<file path="config.mk">
export PLATFORM = sky130hd
export DESIGN_NAME = fwd_select_unit_flat
export DESIGN_NICKNAME = d
export VERILOG_FILES = /design/src/rtl/fwd_select_unit_if.sv /design/src/rtl/fwd_select_unit.sv /design/src/flat_wrapper.sv
export SDC_FILE = /design/constraint.sdc
export NUM_CORES = 1
export LEC_CHECK = 0
export CORE_MARGIN = 8
export CORE_UTILIZATION = 25
export DETAILED_ROUTE_END_ITERATION = 10
export PLACE_DENSITY = 0.47
export SLEW_MARGIN = 40
export SYNTH_ARGS = -nofsm -noshare
export SYNTH_HDL_FRONTEND = slang
export SYNTH_SLANG_ARGS = --single-unit
</file>
<file path="constraint.sdc">
create_clock -name clk -period 3.53 [get_ports clk]
set_input_delay 0.706 -clock clk [delete_from_list [all_inputs] [get_ports clk]]
set_output_delay 0.706 -clock clk [all_outputs]
set_load 0.03 [all_outputs]
</file>
<file path="src/rtl/fwd_select_unit_if.sv">
// Decode-to-forwarding-unit bus for fwd_select_unit.
// master: decode side (drives the instruction fields and flush).
// slave : the forwarding unit (drives stall_out and the EX mux selects).
interface fwd_select_unit_if #(
  parameter int REG_ADDR_W = 4
);
  logic                  id_valid;
  logic [REG_ADDR_W-1:0] id_rs1;
  logic [REG_ADDR_W-1:0] id_rs2;
  logic                  id_rs1_used;
  logic                  id_rs2_used;
  logic [REG_ADDR_W-1:0] id_rd;
  logic                  id_we;
  logic                  id_is_load;
  logic                  flush;
  logic                  stall_out;
  logic [2:0]            fwd_sel_a;
  logic [2:0]            fwd_sel_b;

  modport master (
    output id_valid, id_rs1, id_rs2, id_rs1_used, id_rs2_used,
           id_rd, id_we, id_is_load, flush,
    input  stall_out, fwd_sel_a, fwd_sel_b
  );

  modport slave (
    input  id_valid, id_rs1, id_rs2, id_rs1_used, id_rs2_used,
           id_rd, id_we, id_is_load, flush,
    output stall_out, fwd_sel_a, fwd_sel_b
  );
endinterface

</file>
<file path="src/rtl/fwd_select_unit.sv">
// fwd_select_unit: registered EX operand forwarding selects and load-use stall.
// Select codes: 000 = regfile, 001 = EX/MEM result, 010 = MEM/WB result.
// Optional build macro FWD_ZERO_REG_EN: register 0 is hard-zero and is never
// forwarded from nor stalled on.
// Only the EX and MEM slots are stored: the regfile is write-through, so a
// producer that has reached WB never affects a select or a stall, and the
// load flag is only consulted while the producer sits in EX.
module fwd_select_unit #(
  parameter int REG_ADDR_W = 4
) (
  input  logic         clk,
  input  logic         rst,
  fwd_select_unit_if.slave bus
);

  localparam logic [2:0] SEL_RF  = 3'b000;
  localparam logic [2:0] SEL_MEM = 3'b001;
  localparam logic [2:0] SEL_WB  = 3'b010;

  // EX slot
  logic                  ex_valid_r;
  logic [REG_ADDR_W-1:0] ex_rd_r;
  logic                  ex_we_r;
  logic                  ex_load_r;
  // MEM slot
  logic                  mem_valid_r;
  logic [REG_ADDR_W-1:0] mem_rd_r;
  logic                  mem_we_r;
  // Registered selects
  logic [2:0]            sel_a_r;
  logic [2:0]            sel_b_r;

  logic                  hit_ex_a_s;
  logic                  hit_ex_b_s;
  logic                  hit_mem_a_s;
  logic                  hit_mem_b_s;
  logic [2:0]            sel_a_s;
  logic [2:0]            sel_b_s;
  logic                  stall_s;
  logic                  advance_s;

  // A slot produces the value a source needs.
  function automatic logic hit_f(
    input logic                  valid,
    input logic                  we,
    input logic [REG_ADDR_W-1:0] rd,
    input logic [REG_ADDR_W-1:0] rs,
    input logic                  used
  );
    logic zero_ok;
`ifdef FWD_ZERO_REG_EN
    zero_ok = (rd != {REG_ADDR_W{1'b0}});
`else
    zero_ok = 1'b1;
`endif
    return valid & we & used & (rd == rs) & zero_ok;
  endfunction

  // Decode-time hit detection, select priority and load-use stall.
  always_comb begin
    hit_ex_a_s  = hit_f(ex_valid_r, ex_we_r, ex_rd_r, bus.id_rs1, bus.id_rs1_used);
    hit_ex_b_s  = hit_f(ex_valid_r, ex_we_r, ex_rd_r, bus.id_rs2, bus.id_rs2_used);
    hit_mem_a_s = hit_f(mem_valid_r, mem_we_r, mem_rd_r, bus.id_rs1, bus.id_rs1_used);
    hit_mem_b_s = hit_f(mem_valid_r, mem_we_r, mem_rd_r, bus.id_rs2, bus.id_rs2_used);

    // Youngest producer (EX) wins over MEM.
    if (hit_ex_a_s) begin
      sel_a_s = SEL_MEM;
    end else if (hit_mem_a_s) begin
      sel_a_s = SEL_WB;
    end else begin
      sel_a_s = SEL_RF;
    end

    if (hit_ex_b_s) begin
      sel_b_s = SEL_MEM;
    end else if (hit_mem_b_s) begin
      sel_b_s = SEL_WB;
    end else begin
      sel_b_s = SEL_RF;
    end

    // A load in EX cannot supply its data yet; flush kills the consumer so it wins.
    stall_s   = ~rst & bus.id_valid & ~bus.flush & ex_load_r & (hit_ex_a_s | hit_ex_b_s);
    advance_s = bus.id_valid & ~bus.flush & ~stall_s;
  end

  // Slot pipeline advance and select registration on ID->EX.
  always_ff @(posedge clk) begin
    if (rst) begin
      ex_valid_r  <= 1'b0;
      ex_rd_r     <= {REG_ADDR_W{1'b0}};
      ex_we_r     <= 1'b0;
      ex_load_r   <= 1'b0;
      mem_valid_r <= 1'b0;
      mem_rd_r    <= {REG_ADDR_W{1'b0}};
      mem_we_r    <= 1'b0;
      sel_a_r     <= SEL_RF;
      sel_b_r     <= SEL_RF;
    end else begin
      mem_valid_r <= ex_valid_r;
      mem_rd_r    <= ex_rd_r;
      mem_we_r    <= ex_we_r;
      if (bus.flush || stall_s) begin
        ex_valid_r <= 1'b0;
        ex_rd_r    <= {REG_ADDR_W{1'b0}};
        ex_we_r    <= 1'b0;
        ex_load_r  <= 1'b0;
      end else begin
        ex_valid_r <= bus.id_valid;
        ex_rd_r    <= bus.id_rd;
        ex_we_r    <= bus.id_we;
        ex_load_r  <= bus.id_is_load;
      end
      if (advance_s) begin
        sel_a_r <= sel_a_s;
        sel_b_r <= sel_b_s;
      end else begin
        sel_a_r <= SEL_RF;
        sel_b_r <= SEL_RF;
      end
    end
  end

  assign bus.stall_out = stall_s;
  assign bus.fwd_sel_a = sel_a_r;
  assign bus.fwd_sel_b = sel_b_r;

endmodule

</file>
<file path="src/flat_wrapper.sv">
// flat-port wrapper written by rule: the top's interface ports become plain ports
module fwd_select_unit_flat 
#(
  parameter int REG_ADDR_W = 4
)
  (clk, rst, bus_id_valid, bus_id_rs1, bus_id_rs2, bus_id_rs1_used, bus_id_rs2_used, bus_id_rd, bus_id_we, bus_id_is_load, bus_flush, bus_stall_out, bus_fwd_sel_a, bus_fwd_sel_b);
  fwd_select_unit_if #(.REG_ADDR_W(REG_ADDR_W)) bus_i ();
  input  logic clk;
  input  logic rst;
  input wire logic [$bits(bus_i.id_valid)-1:0] bus_id_valid;
  input wire logic [$bits(bus_i.id_rs1)-1:0] bus_id_rs1;
  input wire logic [$bits(bus_i.id_rs2)-1:0] bus_id_rs2;
  input wire logic [$bits(bus_i.id_rs1_used)-1:0] bus_id_rs1_used;
  input wire logic [$bits(bus_i.id_rs2_used)-1:0] bus_id_rs2_used;
  input wire logic [$bits(bus_i.id_rd)-1:0] bus_id_rd;
  input wire logic [$bits(bus_i.id_we)-1:0] bus_id_we;
  input wire logic [$bits(bus_i.id_is_load)-1:0] bus_id_is_load;
  input wire logic [$bits(bus_i.flush)-1:0] bus_flush;
  output wire logic [$bits(bus_i.stall_out)-1:0] bus_stall_out;
  output wire logic [$bits(bus_i.fwd_sel_a)-1:0] bus_fwd_sel_a;
  output wire logic [$bits(bus_i.fwd_sel_b)-1:0] bus_fwd_sel_b;
  assign bus_i.id_valid = bus_id_valid;
  assign bus_i.id_rs1 = bus_id_rs1;
  assign bus_i.id_rs2 = bus_id_rs2;
  assign bus_i.id_rs1_used = bus_id_rs1_used;
  assign bus_i.id_rs2_used = bus_id_rs2_used;
  assign bus_i.id_rd = bus_id_rd;
  assign bus_i.id_we = bus_id_we;
  assign bus_i.id_is_load = bus_id_is_load;
  assign bus_i.flush = bus_flush;
  assign bus_stall_out = bus_i.stall_out;
  assign bus_fwd_sel_a = bus_i.fwd_sel_a;
  assign bus_fwd_sel_b = bus_i.fwd_sel_b;
  fwd_select_unit #(.REG_ADDR_W(REG_ADDR_W)) u_core (.clk(clk), .rst(rst), .bus(bus_i));
endmodule
</file>
==> impl_metrics.ini <==
[synth]
synth.most_common_cell = dfxtp_1
synth_adder_area_share_pct = 0
synthesis.instances = 68
ys_seq_elements = 17
ys_seq_area_share_pct = 45.6
synth.distinct_cells = 18
synthTopCellsByCount = dfxtp_1, xnor2_1, and3_1, xor2_1, nor2b_1
yosysTopAreaCell = dfxtp_1
synth_top_family_by_area = simple AND/OR/NAND/NOR gates
synth-simple-area-share_pct = 28.1
synth_mux_area_share_pct = 0
synth_edf_count = 0
postSynthAreaPerCell_um2 = 11.0
synth_compound_area_share_pct = 5.03
ys_async_sr_fraction_pct = 0
synth_xor_area_share_pct = 18.8
synth_area_leaders = dfxtp_1, xnor2_1, xor2_1
ys_warn_count = 0
yosys.area.top_type_share_pct = 45.6
synthFlopType = dfxtp_1
mappedNetlistArea_um2 = 747

[setup_path]
crit_type = in2out
crit_top_cell = clkdlybuf4s50_1
r2r-end = u_core.ex_rd_r[2]
r2r_cells = 6
worstSetupEndpointType = output pin
arrival_ns = 2.58
slowest_delay_ns = 0.67
cpMaxStageDelayCell = clkdlybuf4s50_1
ff2ff_setup_slack_ns = 2.04
crit_fanout = 2
r2r_start = u_core.ex_rd_r[1]
required_ns = 2.82
worstPathCellList = clkdlybuf4s50_1, xnor2_1, nand4_1, nor4_4, o21ai_1, nor2_1, clkdlybuf4s50_1
crit_path_start_kind = primary input

[die]
dieArea_um2 = 4990
initial_utilization_pct = 25.3
die_w_um = 70.7
die_h_um = 70.7
ioPinCount = 27
rows = 20
coreArea_um2 = 2950

[clock_network]
cts_htree_levels = 1
cts_buffers = 3
clock-sinks = 17
clock_path_buffers = 2
cts_hold_buf = 0
clock_latency_ns = 0.29
post_cts.repair.setup_buffers = 0
cts_resized = 0
path_clk_slew_ns = 0.10
cts_tree = built
cts-root-buf = clkbuf_4

[status]
status = finished clean

[sta]
skew_ns = 0.000486
period_minus_slack_ns = 3.29
fmax_mhz = 304
setup_viol = 0
hold_violations = 0
rsz0062_at_grt = no
maxSlewViolCount = 0
finalCritPeriodShare_pct = 93.1
worst_slack_ns = 0.243
whs_ns = 0.491
fin_tns_setup_ns = 0

[finish]
n_antenna_cell = 0
drive_gt1_share_pct = 12.2
finish.utilization_pct = 36.1
area_delta_synth_final_pct = 42.7
final_nets = 119
fillCellCount = 329

[global_routing]
grt_usage_pct = 7.53
grt-ovfl-total = 0
antenna_found_initial = 0
grt_max_degree = 10
grt_pass1_vias = 651
grt_pass1_wl_um = 2900

[run]
maxCapViolCount = 0

[route]
top_layer = met4
met2_wirelength_um = 822
drtAntennaViolNets = 0
wl_um = 1650
vias = 558
wl_per_cell_um = 12.6
avgViaCountPerCell = 4.26
drt_pass1_iterations = 4
wl_met1_um = 666
drcViolationCount = 0
drt_iter0_markers = 3
wl_met3_um = 146

[placed_design]
pre_cts_slack_ns = 0.220
port_buffers = 24
place_congestion = 0.745

[worst_hold_path]
hold_path_end = u_core.mem_valid_r
min_path_type = reg2reg
min_from = u_core.ex_valid_r
hold_depth = 1

[power_and_ir_drop]
p_leak_nw = 0.396
vdd_drop_max_uv = 142
power_density_nw_per_um2 = 339
-- stage by stage --
stage                     area (um^2)  cells  power, mW
after floorplan                   751     69      0.230
after global placement           1040    127      0.260
after detailed placement         1040    127      0.260
after CTS                        1070    131      0.368
after global routing             1070    131      0.386
final                            1070    131      0.361
-- layout make-up --
class	instances	area, um^2	area share, %
clock buffer	4	26.3	2.46
timing repair buffer	27	263	24.6
multi-input combinational	50	395	37.1
tap	33	41.3	3.87
sequential	17	340	31.9
-- flip-flops by register name (all words and copies together) (netlist names) --
signal / count
u_core.mem_valid_r: 1
u_core.mem_rd_r: 4
u_core.ex_load_r: 1
u_core.bus.fwd_sel_b: 2
u_core.ex_we_r: 1
u_core.ex_valid_r: 1
u_core.bus.fwd_sel_a: 2
u_core.mem_we_r: 1
u_core.ex_rd_r: 4
-- cells by family after synthesis --
kind of cell    after synthesis
xor+xnor                     16
buf+inv                       2
compound gates                4
flops                        17
other cells                   1
simple gates                 28
-- worst max-delay path by stage --
stage	to	from	cells after the start	slack [ns]
floorplan	bus_stall_out	bus_id_rs2[0]	4	1.06
global route	bus_stall_out	bus_id_rs2[1]	7	0.09
CTS	bus_stall_out	bus_id_rs2[1]	7	0.21
global placement	bus_stall_out	bus_id_rs2[1]	7	0.21
detailed placement	bus_stall_out	bus_id_rs2[1]	7	0.22
finish	bus_stall_out	bus_id_rs2[1]	7	0.24
-- per-layer routing --
layer	GRT usage [%]	vias up
met5	0	-
met4	4.16	0
met3	4.66	2
met2	12.0	17
met1	7.43	250
li1	-	289
-- report_power, final --
part	total, mW	internal (mW)	switching [mW]
logic	0.0535	0.0313	0.0222
registers	0.201	0.197	0.00435
clock network	0.107	0.0440	0.0628
total	0.361	0.272	0.0894
-- cells in the final DEF (no fill, tap or decap), types with 2 or more instances in the layout --
cell type / n
a2111oi_1: 2
and2b_1: 2
and3_1: 6
buf_4: 3
clkbuf_4: 3
clkdlybuf4s50_1: 24
conb_1: 2
dfxtp_1: 17
nand2_1: 3
nand4_1: 4
nor2_4: 2
nor2b_1: 5
nor3b_1: 2
nor4_4: 2
xnor2_1: 10
xor2_1: 6
-- worst max-delay path, delay by kind of cell --
kind | cells | cell delay, ns
and+or+nand+nor | 3 | 0.43
xor gates and xnor gates | 1 | 0.14
AOI/OAI and AO/OA | 1 | 0.12
buffers and inverters | 2 | 1.18
Note: power is estimated with default switching activity, not from simulation.
